===== src/rtl/bpf_defs_pkg.sv =====
// Definitions shared by the packet snooper, packet RAM and BPF CPU:
// buffer geometry, word size and the snooper state encoding.
package bpf_defs_pkg;

  localparam int PACKET_ADDR_WIDTH = 10;
  localparam int WORD_BITS         = 32;
  localparam int WORD_BYTES        = WORD_BITS / 8;

  typedef enum logic [1:0] {
    IDLE    = 2'd0,
    WRITING = 2'd1,
    DRAIN   = 2'd2,
    HANDOFF = 2'd3
  } snoop_state_e;

endpackage


===== src/rtl/packet_snooper_if.sv =====
// Word-wide packet stream into the snooper. The master drives words.
// The slave returns snoop_ready.
interface packet_snooper_if;

  logic [31:0] snoop_data;
  logic        snoop_valid;
  logic        snoop_last;
  logic [1:0]  snoop_bytes;
  logic        snoop_ready;

  modport master (
    output snoop_data, snoop_valid, snoop_last, snoop_bytes,
    input  snoop_ready
  );

  modport slave (
    input  snoop_data, snoop_valid, snoop_last, snoop_bytes,
    output snoop_ready
  );

endinterface


===== src/rtl/packet_snooper.sv =====
// Fills packet RAM port A from the snoop stream and hands the packet to the CPU.
// Optional SNOOP_BYTE_VALID_EN: the final word reports a partial byte count.
module packet_snooper
  import bpf_defs_pkg::*;
#(
  parameter int ADDR_WIDTH = PACKET_ADDR_WIDTH,
  parameter int DATA_WIDTH = WORD_BITS
) (
  input  logic                    clk,
  input  logic                    rst,
  packet_snooper_if.slave         snoop,
  output logic                    ram_en,
  output logic                    ram_wr_en,
  output logic [ADDR_WIDTH-1:0]   ram_addr,
  output logic [DATA_WIDTH-1:0]   ram_wr_data,
  output logic                    rdy_for_cpu,
  output logic [ADDR_WIDTH+2:0]   byte_length,
  output logic                    truncated,
  input  logic                    cpu_done
);

  localparam int LW = ADDR_WIDTH + 3;

  snoop_state_e          state_q, state_d;
  logic [ADDR_WIDTH:0]   ptr_q;      // next word address; reaches 2^ADDR_WIDTH on overflow
  logic                  trunc_q;
  logic                  beat;
  logic                  wr_beat;
  logic                  ptr_at_top;
  logic                  release_buf;
  logic [LW-1:0]         word_bytes;
  logic [LW-1:0]         len_calc;

  // Ready is decoded from the state register alone, so there is no input-to-output path.
  assign snoop.snoop_ready = (state_q != HANDOFF);

  // State register
  // NOTE: sequential state uses non-blocking assignments so every flop samples pre-edge values.
  always_ff @(posedge clk or posedge rst) begin
    if (rst) state_q <= IDLE;
    else     state_q <= state_d;
  end

  // Next-state logic
  // NOTE: every combinational output gets a default first so no latch is inferred.
  always_comb begin
    state_d = state_q;
    unique case (state_q)
      IDLE, WRITING: begin
        if (beat) begin
          if (snoop.snoop_last) state_d = HANDOFF;
          else if (ptr_at_top)  state_d = DRAIN;
          else                  state_d = WRITING;
        end
      end
      DRAIN:   if (beat && snoop.snoop_last) state_d = HANDOFF;
      HANDOFF: if (cpu_done)                 state_d = IDLE;
      default: state_d = IDLE;
    endcase
  end

  // Output decode
  always_comb begin
    beat        = snoop.snoop_valid && snoop.snoop_ready;
    wr_beat     = beat && ((state_q == IDLE) || (state_q == WRITING));
    ptr_at_top  = (ptr_q[ADDR_WIDTH-1:0] == {ADDR_WIDTH{1'b1}});
    release_buf = (state_q == HANDOFF) && cpu_done;
    word_bytes  = {ptr_q, 2'b00};
  end

`ifdef SNOOP_BYTE_VALID_EN
  logic [1:0] last_bytes_q;
  logic [2:0] tail_bytes;

  always_ff @(posedge clk or posedge rst) begin
    if (rst)                              last_bytes_q <= 2'd0;
    else if (wr_beat && snoop.snoop_last) last_bytes_q <= snoop.snoop_bytes;
  end

  // Only the final word is partial; a truncated packet always reports the full buffer.
  always_comb begin
    tail_bytes = (last_bytes_q == 2'd0) ? 3'd4 : {1'b0, last_bytes_q};
    len_calc   = trunc_q ? word_bytes : word_bytes - LW'(4) + LW'(tail_bytes);
  end
`else
  logic unused_snoop_bytes;
  assign unused_snoop_bytes = ^snoop.snoop_bytes;

  always_comb len_calc = word_bytes;
`endif

  // Datapath: write port registers, word pointer and the CPU-facing status.
  // NOTE: only control/status flops are reset; packet RAM contents are deliberately left alone.
  always_ff @(posedge clk or posedge rst) begin
    if (rst) begin
      ptr_q       <= '0;
      trunc_q     <= 1'b0;
      ram_en      <= 1'b0;
      ram_wr_en   <= 1'b0;
      ram_addr    <= '0;
      ram_wr_data <= '0;
      rdy_for_cpu <= 1'b0;
      byte_length <= '0;
      truncated   <= 1'b0;
    end else begin
      ram_en    <= wr_beat;
      ram_wr_en <= wr_beat;
      if (wr_beat) begin
        ram_addr    <= ptr_q[ADDR_WIDTH-1:0];
        ram_wr_data <= snoop.snoop_data;
        ptr_q       <= ptr_q + 1'b1;
        if (!snoop.snoop_last && ptr_at_top) trunc_q <= 1'b1;
      end
      // Publish one cycle into HANDOFF, after the final RAM write has committed.
      if ((state_q == HANDOFF) && !rdy_for_cpu) begin
        rdy_for_cpu <= 1'b1;
        byte_length <= len_calc;
        truncated   <= trunc_q;
      end
      if (release_buf) begin
        ptr_q       <= '0;
        trunc_q     <= 1'b0;
        rdy_for_cpu <= 1'b0;
        byte_length <= '0;
        truncated   <= 1'b0;
      end
    end
  end

endmodule


===== src/flat_wrapper.sv =====
// flat-port wrapper written by rule: the top's interface ports become plain ports
module packet_snooper_flat import bpf_defs_pkg::*;
#(
  parameter int ADDR_WIDTH = PACKET_ADDR_WIDTH,
  parameter int DATA_WIDTH = WORD_BITS
)
  (clk, rst, ram_en, ram_wr_en, ram_addr, ram_wr_data, rdy_for_cpu, byte_length, truncated, cpu_done, snoop_snoop_data, snoop_snoop_valid, snoop_snoop_last, snoop_snoop_bytes, snoop_snoop_ready);
  packet_snooper_if snoop_i ();
  input  logic clk;
  input  logic rst;
  output logic ram_en;
  output logic ram_wr_en;
  output logic [ADDR_WIDTH-1:0] ram_addr;
  output logic [DATA_WIDTH-1:0] ram_wr_data;
  output logic rdy_for_cpu;
  output logic [ADDR_WIDTH+2:0] byte_length;
  output logic truncated;
  input  logic cpu_done;
  input wire logic [$bits(snoop_i.snoop_data)-1:0] snoop_snoop_data;
  input wire logic [$bits(snoop_i.snoop_valid)-1:0] snoop_snoop_valid;
  input wire logic [$bits(snoop_i.snoop_last)-1:0] snoop_snoop_last;
  input wire logic [$bits(snoop_i.snoop_bytes)-1:0] snoop_snoop_bytes;
  output wire logic [$bits(snoop_i.snoop_ready)-1:0] snoop_snoop_ready;
  assign snoop_i.snoop_data = snoop_snoop_data;
  assign snoop_i.snoop_valid = snoop_snoop_valid;
  assign snoop_i.snoop_last = snoop_snoop_last;
  assign snoop_i.snoop_bytes = snoop_snoop_bytes;
  assign snoop_snoop_ready = snoop_i.snoop_ready;
  packet_snooper #(.ADDR_WIDTH(ADDR_WIDTH), .DATA_WIDTH(DATA_WIDTH)) u_core (.clk(clk), .rst(rst), .snoop(snoop_i), .ram_en(ram_en), .ram_wr_en(ram_wr_en), .ram_addr(ram_addr), .ram_wr_data(ram_wr_data), .rdy_for_cpu(rdy_for_cpu), .byte_length(byte_length), .truncated(truncated), .cpu_done(cpu_done));
endmodule

===== config.mk =====
export PLATFORM = sky130hd
export DESIGN_NAME = packet_snooper_flat
export DESIGN_NICKNAME = d
export VERILOG_FILES = /design/src/rtl/bpf_defs_pkg.sv /design/src/rtl/packet_snooper_if.sv /design/src/rtl/packet_snooper.sv /design/src/flat_wrapper.sv
export SDC_FILE = /design/constraint.sdc
export NUM_CORES = 1
export LEC_CHECK = 0
export CAP_MARGIN = 10
export CORE_MARGIN = 10
export CORE_UTILIZATION = 44
export CTS_CLUSTER_DIAMETER = 50
export DETAILED_ROUTE_END_ITERATION = 7
export GPL_TIMING_DRIVEN = 0
export PLACE_DENSITY = 0.79
export REMOVE_ABC_BUFFERS = 1
export SYNTH_ARGS = -nofsm -noshare
export SYNTH_HDL_FRONTEND = slang
export SYNTH_SLANG_ARGS = --single-unit

===== constraint.sdc =====
create_clock -name clk -period 2.72 [get_ports clk]
set_clock_uncertainty 0.15 [all_clocks]
set_input_delay 0.272 -clock clk [delete_from_list [all_inputs] [get_ports clk]]
set_output_delay 0.272 -clock clk [all_outputs]
set_load 0.05 [all_outputs]

=== Yosys cells after proc, flatten, opt, wreduce, memory -nomap -nowiden ===
Cells that the tools add are included.

* Flip-flop bits (word level): 72
* Bits of input ports: 39
* Output and inout port bits: 60
* Word-level logic and storage cells: 51

* Add/sub/neg operators: 1
* Equality and inequality tests: 8
* Multiplexer cells: 17
* Reductions and logical operators: 16

{| class="wikitable"
|+ Operator list
! cell !! count
|-
| $mux W13 || 2
|-
| $mux W11 || 2
|-
| $add A11 B1 Y11 const B || 1
|-
| $eq A10 B10 Y1 const B || 1
|-
| $mux W2 || 5
|-
| $mux W1 || 7
|-
| $logic_and A1 B1 Y1 || 6
|-
| $pmux W2 S3 || 1
|-
| $reduce_bool A2 Y1 || 3
|-
| $eq A2 B2 Y1 const B || 2
|-
| $ne A2 B1 Y1 const B || 2
|-
| $ne A2 B2 Y1 const B || 2
|-
| $reduce_and A3 Y1 || 1
|-
| $eq A2 B1 Y1 const B || 1
|-
| $logic_not A1 Y1 || 2
|-
| $logic_not A2 Y1 || 1
|-
| $reduce_and A2 Y1 || 1
|-
| $reduce_or A2 Y1 || 1
|-
| $logic_or A1 B1 Y1 || 1
|}

=== Depth between registers and ports, before layout ===
Gate-level depths: netlist of run 1.

* Word-level depth: 5
* Gate-level depth with buffers: 5
* Gate-level depth less buffers: 4

=== Worst setup path after synthesis of run 1 ===
No wires, ideal clock.

* Kind: register to register
* From: register u_core.state_q[1]
* To: register u_core.byte_length[10]
* Setup time: 121 ps
* Arrival: 1,481 ps
* Data required time: 2,449 ps
* Setup slack: 968 ps
* Stages on the path, launching flop included: 5
* Path buffers: 1
* Period minus slack after synthesis: 1,752 ps
* Cells stage by stage: dfrtp_1 -> nand2_1 -> a21o_1 -> clkbuf_1 -> a22o_1

* Longest elaborated chain between the ends: 3
* Elaborated cells between the ends (all ways): 5
* Those cells by class: eq/ne: 1; mux: 1; reduce/logical: 3

{| class="wikitable"
|+ Ends and longest elaborated chain
! what !! RTL line !! RTL
|-
| from (decl) || packet_snooper.sv:24 || <nowiki>snoop_state_e state_q, state_d;</nowiki>
|-
| from (signal assigned) || packet_snooper.sv:41 || <nowiki>else state_q <= state_d;</nowiki>
|-
| $eq A2 B2 Y1 (*) || packet_snooper.sv:67, packet_snooper.sv:115 ||
|-
| $logic_and A1 B1 Y1 (on tied branches) || packet_snooper.sv:67, packet_snooper.sv:115 ||
|-
| $mux W13 or $reduce_bool A2 Y1 (tied branches) || - ||
|-
| to (signal assigned) || packet_snooper.sv:117 || <nowiki>byte_length <= len_calc;</nowiki>
|-
| to (decl) || packet_snooper.sv:17 || <nowiki>output logic [ADDR_WIDTH+2:0] byte_length,</nowiki>
|}

Mark *: on every way between the ends. The rest lies on a longest branch, timed or not.
A chain may end at the register's enable or synchronous reset.

=== Worst setup path after layout of run 1 ===
* From: register u_core.state_q[1]
* To: output port snoop_snoop_ready

* Longest elaborated chain between the ends: 1

{| class="wikitable"
|+ Ends and longest elaborated chain
! what !! RTL line !! RTL
|-
| $ne A2 B2 Y1 || packet_snooper.sv:35 || <nowiki>assign snoop.snoop_ready = (state_q != HANDOFF);</nowiki>
|-
| to (decl) || flat_wrapper.sv:23 || <nowiki>output wire logic [$bits(snoop_i.snoop_ready)-1:0] snoop_snoop_ready;</nowiki>
|}

No other way between the ends.

==> impl_metrics.env, run 1 <==
export IMPL_grtUsageTotal_pct=13.6
export IMPL_netlist_instances=193
export IMPL_synthArstFlopShare_pct=100
export IMPL_period_minus_slack_ns=2.24
export IMPL_cts_root_buf="clkbuf_8"
export IMPL_synthDistinctLibCells=32
export IMPL_io_buffer_count=94
export IMPL_area_growth_pct=42.2
export IMPL_core_um2=5990
export IMPL_power_density_nw_per_um2=1190
export IMPL_final_nets=331
export IMPL_slew_headroom_pct=44.7
export IMPL_synth_top_family_by_area="multiplexers"
export IMPL_synth_top_area_cell="dfrtp_1"
export IMPL_crit_path_top_delay_cell="clkdlybuf4s50_1"
export IMPL_synth_avg_cell_area_um2=14.3
export IMPL_final_max_slew_viol_count=0
export IMPL_setup_violations_final=0
export IMPL_drv_cap=0
export IMPL_antenna_left=0
export IMPL_cts_made_buffers=9
export IMPL_post_dp_hpwl_mm=4.80
export IMPL_cp_end_kind="output port"
export IMPL_cp_arrival_ns=1.82
export IMPL_syn_cell_area_um2=2760
export IMPL_grt_pass1_vias=2025
export IMPL_hold_viol_final=0
export IMPL_regArea_um2=1750
export IMPL_power_leakage_nw=1.68
export IMPL_antennaDiodeCount=0
export IMPL_cts_setup_buffers=0
export IMPL_instances_no_fill=368
export IMPL_initial_core_util_pct=46.0
export IMPL_netlist_top_cells_count="dfrtp_1, mux2_2, a22o_1"
export IMPL_synth_top_flop_cell="dfrtp_1"
export IMPL_holdCritPathClass="in -> async"
export IMPL_path_cells="nand2_1, clkdlybuf4s50_1"
export IMPL_drt_first_pass_iters=4
export IMPL_cts_resized=0
export IMPL_yosys_area_share_simple_pct=6.18
export IMPL_grt_max_degree=71
export IMPL_path_class="reg -> out"
export IMPL_via_per_inst=5.30
export IMPL_seq_area_frac_synth_pct=63.6
export IMPL_fill_cells=455
export IMPL_wl_mm=6.57
export IMPL_drc=0
export IMPL_die_h_um=99.1
export IMPL_period_share_pct=82.5
export IMPL_die_area_um2=9830
export IMPL_tightest_slew_ns=0.830
export IMPL_path_clk_slew_ns=0.07
export IMPL_grt_use_met1_pct=15.5
export IMPL_totalPowerFinal_w=0.00467
export IMPL_synthMuxAreaShare_pct=18.3
export IMPL_num_rows=28
export IMPL_antenna_found_initial=0
export IMPL_vdd_drop_max_v=0.000792
export IMPL_status="completed"
export IMPL_crit_required_ns=2.30
export IMPL_insertion_delay_ns=0.33
export IMPL_synth_edff_count=0
export IMPL_vias=1951
export IMPL_grt_first_pass_wirelength_mm=10.7
export IMPL_htreeDepth=3
export IMPL_cts_sinks=70
export IMPL_placed_cells=355
export IMPL_die_x_um=99.1
export IMPL_grt_util_met2_pct=21.7
export IMPL_synth_xor_area_share_pct=0.636
export IMPL_multi_input_area_um2=940
export IMPL_yosys_top_cells_area="dfrtp_1, mux2_2, a22o_1"
export IMPL_cts_buffer_depth=2
export IMPL_synthAdderAreaFrac_pct=0.454
export IMPL_wire_per_inst_um=17.9
export IMPL_ys_ff_latch=70
export IMPL_setup_tns_final_ns=0
export IMPL_crit_path_max_incr_delay_ns=0.83
export IMPL_globalplace_congestion=0.830
export IMPL_drive_above_1_share_pct=21.5
export IMPL_busiest_layer="met2"
export IMPL_crit_fanout=7
export IMPL_io_pins=99
export IMPL_yosysWarnings=0
export IMPL_fmax_ghz=0.445
export IMPL_yosysMostFrequentCell="dfrtp_1"
export IMPL_cts_hold_buf=0
export IMPL_grt_util_met3_pct=5.19
export IMPL_synth_top_area_share_pct=63.6
export IMPL_grt_ovfl_total=0
export IMPL_drtIter0Drc=91
export IMPL_cts_tree="built"
export IMPL_crit_path_start_kind="register"
export IMPL_synth_compound_area_share_pct=8.04
export IMPL_rsz0062_at_grt="no"
-- flip-flops by register name (all words and copies together), names as in the netlist --
| name | count |
|---|---|
| u_core.byte_length | 11 |
| u_core.ptr_q | 11 |
| u_core.ram_addr | 10 |
| u_core.ram_en | 1 |
| u_core.ram_wr_data | 32 |
| u_core.rdy_for_cpu | 1 |
| u_core.state_q | 2 |
| u_core.trunc_q | 1 |
| u_core.truncated | 1 |
-- layout by cell type, fill, tap and decap left out, types with 2 or more instances in the layout --
master / count
mux2_2: 42
or3_2: 2
o21ai_0: 7
mux2i_1: 3
nor2_1: 5
nand2_1: 7
inv_1: 4
o31ai_1: 2
a22o_1: 12
clkdlybuf4s50_1: 94
a21oi_1: 6
or4_1: 2
dfrtp_1: 70
xnor2_1: 2
clkinv_2: 3
nand3_1: 2
conb_1: 2
nor3_1: 2
clkbuf_8: 9
-- kinds of logic after synthesis --
kind of cell               Yosys count
AOI/OAI and AO/OA                   31
xor gates and xnor gates             2
adders and majority gates            1
buffers and inverters               15
DFF                                 70
muxes                               45
other                                1
and+or+nand+nor                     28
-- worst max-delay path: cells and delay by family (launching register included) --
kind	cells	cell delay, ns
buffers and inverters	1	0.83
AND/OR/NAND/NOR	1	0.19
flip-flops	1	0.46
-- routing by layer --
metal	routed length, um	up-vias
li1	-	894
met4	118	0
met3	555	11
met1	2680	975
met5	0	-
met2	3220	71
-- worst paths after layout --
kind,from,to,slack (ns),depth (start not counted)
min reg2reg,u_core.ptr_q[10]$_DFFE_PP0P_,u_core.ptr_q[10]$_DFFE_PP0P_,0.33,1
max,u_core.state_q[1]$_DFFE_PP0P_,snoop_snoop_ready,0.48,2
max reg2reg,u_core.ptr_q[0]$_DFFE_PP0P_,u_core.state_q[0]$_DFFE_PP0P_,0.80,4
max in group asynchronous,rst,u_core.ram_wr_data[1]$_DFFE_PP0P_,1.57,2
min in group clk,u_core.ptr_q[10]$_DFFE_PP0P_,u_core.ptr_q[10]$_DFFE_PP0P_,0.33,1
min,rst,u_core.ram_wr_data[11]$_DFFE_PP0P_,0.31,2
-- report_power, final --
part / internal, W / switching, W
combinational: 0.000895 / 0.00155
clock: 0.000311 / 0.000343
sequential: 0.00137 / 0.000203
-- per-stage QoR --
stage | instance area [um^2] | setup WS, ns | utilization (%) | hold WS, ns
finish | 3920 | 0.475 | 65.4 | 0.309
global route | 3920 | 0.397 | 65.4 | 0.361
global placement | 3740 | -2.02 | 62.4 | 0.311
detailed placement | 3770 | 0.399 | 63.0 | 0.325
floorplan | 2700 | -0.447 | - | 0.229
CTS | 3920 | 0.451 | 65.4 | 0.330
-- area by class of cell --
class	instances	area share, %
clock buffer	10	3.26
tap	75	2.40
timing repair buffer	96	24.7
sequential	70	44.7
multi-input combinational	109	24.0
inverter	5	0.543
clock inverter	3	0.383
Power figures use the tool's default switching activity.
==> inputs of run 2 (changes only) <==
--- a/config.mk
+++ b/config.mk
@@ -7,11 +7,11 @@
 export LEC_CHECK = 0
 export CAP_MARGIN = 10
 export CORE_MARGIN = 10
-export CORE_UTILIZATION = 44
+export CORE_UTILIZATION = 40
 export CTS_CLUSTER_DIAMETER = 50
 export DETAILED_ROUTE_END_ITERATION = 7
 export GPL_TIMING_DRIVEN = 0
-export PLACE_DENSITY = 0.79
+export PLACE_DENSITY = 0.76
 export REMOVE_ABC_BUFFERS = 1
 export SYNTH_ARGS = -nofsm -noshare
 export SYNTH_HDL_FRONTEND = slang
==> constraint.sdc (replaced) <==
create_clock -name clk -period 1.8 [get_ports clk]
set_clock_uncertainty 0.15 [all_clocks]
set_input_delay 0.18 -clock clk [delete_from_list [all_inputs] [get_ports clk]]
set_output_delay 0.18 -clock clk [all_outputs]
set_load 0.05 [all_outputs]
==> run 2 against run 1 <==
Die area up 8.0%. Largest power group unchanged. Largest cell class unchanged. Clock power grew 59%. Non-clock buffer count rose by 8. Cell count increased by 3.8%. Sequential share of layout area decreased by 0.28 points.
==> impl_metrics.env, run 2 (synthesis gave the netlist of run 1 again) <==
export IMPL_period_share_pct=96.9
export IMPL_grt_first_pass_wirelength_mm=10.4
export IMPL_wire_per_inst_um=17.4
export IMPL_die_h_um=103
export IMPL_core_um2=6760
export IMPL_crit_fanout=5
export IMPL_power_leakage_nw=1.88
export IMPL_vias=1978
export IMPL_slew_headroom_pct=42.9
export IMPL_grt_ovfl_total=0
export IMPL_post_dp_hpwl_mm=4.73
export IMPL_worst_r2r_cell_count=5
export IMPL_fill_cells=563
export IMPL_drv_cap=0
export IMPL_setup_tns_final_ns=0
export IMPL_cts_made_buffers=9
export IMPL_top_register="u_core.ram_wr_data"
export IMPL_area_growth_pct=43.2
export IMPL_cts_tree="built"
export IMPL_cp_arrival_ns=1.84
export IMPL_reg_top3="u_core.ram_wr_data: 32 flops, u_core.byte_length: 11 flops, u_core.ptr_q: 11 flops"
export IMPL_cts_sinks=70
export IMPL_finalWorstSetupSlack_ns=0.0556
export IMPL_status="completed"
export IMPL_wl_mm=6.66
export IMPL_num_rows=30
export IMPL_grt_max_degree=71
export IMPL_cts_buffer_depth=2
export IMPL_insertion_delay_ns=0.33
export IMPL_final_nets=339
export IMPL_htreeDepth=3
export IMPL_placed_cells=360
export IMPL_regArea_um2=1750
export IMPL_layout_commonest_cell="dfrtp_1"
export IMPL_via_per_inst=5.18
export IMPL_timing_rr_end="u_core.ptr_q[7]$_DFFE_PP0P_"
export IMPL_die_area_um2=10600
export IMPL_instances_no_fill=382
export IMPL_largest_reg_flops=32
export IMPL_cts_root_buf="clkbuf_8"
export IMPL_drtIter0Drc=73
export IMPL_path_clk_slew_ns=0.07
export IMPL_die_x_um=103
export IMPL_hold_viol_final=0
export IMPL_drc=0
export IMPL_fmax_ghz=0.573
export IMPL_initial_core_util_pct=40.8
export IMPL_grtUsageTotal_pct=12.7
export IMPL_setup_violations_final=0
export IMPL_power_density_nw_per_um2=1740
export IMPL_period_minus_slack_ns=1.74
export IMPL_globalplace_congestion=0.722
export IMPL_antenna_found_initial=0
export IMPL_antennaDiodeCount=0
export IMPL_mostFrequentLayoutCells="dfrtp_1, dlygate4sd2_1, mux2_2"
export IMPL_drt_first_pass_iters=4
export IMPL_drive_above_1_share_pct=24.8
export IMPL_grt_pass1_vias=2144
export IMPL_rrSetupSlack_ns=0.06
export IMPL_utilization_pct=58.4
export IMPL_holdCritPathClass="in -> async"
export IMPL_io_buffer_count=94
export IMPL_r2r_start="u_core.ptr_q[1]$_DFFE_PP0P_"
export IMPL_crit_required_ns=1.90
export IMPL_crit_path_start_kind="register"
export IMPL_antenna_left=0
export IMPL_post_place_ws_ns=-0.461
export IMPL_cp_end_kind="register"
export IMPL_final_max_slew_viol_count=0
export IMPL_multi_input_area_um2=947
export IMPL_tightest_slew_ns=0.856
export IMPL_io_pins=99
export IMPL_vdd_drop_max_v=0.000969
export IMPL_path_class="reg -> reg"
==> run 2: worst max-delay path, cell delays in order, from the launching register on <==
cell,delay (ns)
dfrtp_1,0.36
buf_4,0.11
buf_4,0.11
nand4b_1,0.22
or4_1,0.56
a21oi_1,0.16
==> run 2: how the worst max path moves through the flow <==
stage                     cells past startpoint                           from                                end  slack [ns]
after detailed placement                      4              snoop_snoop_valid  u_core.ram_wr_data[6]$_DFFE_PP0P_       -0.46
after global routing                          4    u_core.ptr_q[1]$_DFFE_PP0P_      u_core.state_q[0]$_DFFE_PP0P_      -0.007
final                                         5    u_core.ptr_q[1]$_DFFE_PP0P_        u_core.ptr_q[7]$_DFFE_PP0P_        0.06
after global placement                        3              snoop_snoop_valid  u_core.ram_wr_data[3]$_DFFE_PP0P_       -2.87
after CTS                                     3  u_core.state_q[1]$_DFFE_PP0P_      u_core.state_q[0]$_DFFE_PP0P_        0.01
after floorplan                               2  u_core.state_q[1]$_DFFE_PP0P_     u_core.ram_addr[0]$_DFFE_PP0P_       -1.37
==> run 2: cell type report <==
cell class / instances / share of cell area, %
Clock buffer: 12 / 3.68
Clock inverter: 2 / 0.254
Inverter: 5 / 0.539
Multi-Input combinational cell: 109 / 24.0
Sequential cell: 70 / 44.4
Tap cell: 80 / 2.54
Timing Repair Buffer: 104 / 24.5
==> run 2: where the power goes <==
part | switching [W] | leakage [nW] | internal [W]
Combinational | 0.00238 | 0.910 | 0.00110
Sequential | 0.000267 | 0.889 | 0.00207
Clock | 0.000521 | 0.0821 | 0.000519
==> run 2: repair_timing <==
item | CTS | global route
hold buffers | 0 | 0
endpoints found under the setup margin | 95 | 3
pin swaps | 0 | 1
setup buffers | 5 | 3
resized for setup | 61 | 2
cloned | 0 | 0
==> run 2: per-stage QoR <==
step | power [W] | hold WS (ns) | area (um^2)
detailed placement | 0.00614 | 0.327 | 3780
finish | 0.00685 | 0.238 | 3950
global placement | 0.00605 | 0.313 | 3740
floorplan | 0.00481 | 0.137 | 2700
global route | 0.00719 | 0.304 | 3950
CTS | 0.00693 | 0.270 | 3920
==> run 2: layer usage <==
layer,up-vias,part of all wire (%),track usage [%]
li1,907,-,-
met2,67,49,21.0
met5,-,0,0
met1,998,41,14.3
met3,6,9.0,4.83
met4,0,0.81,5.35
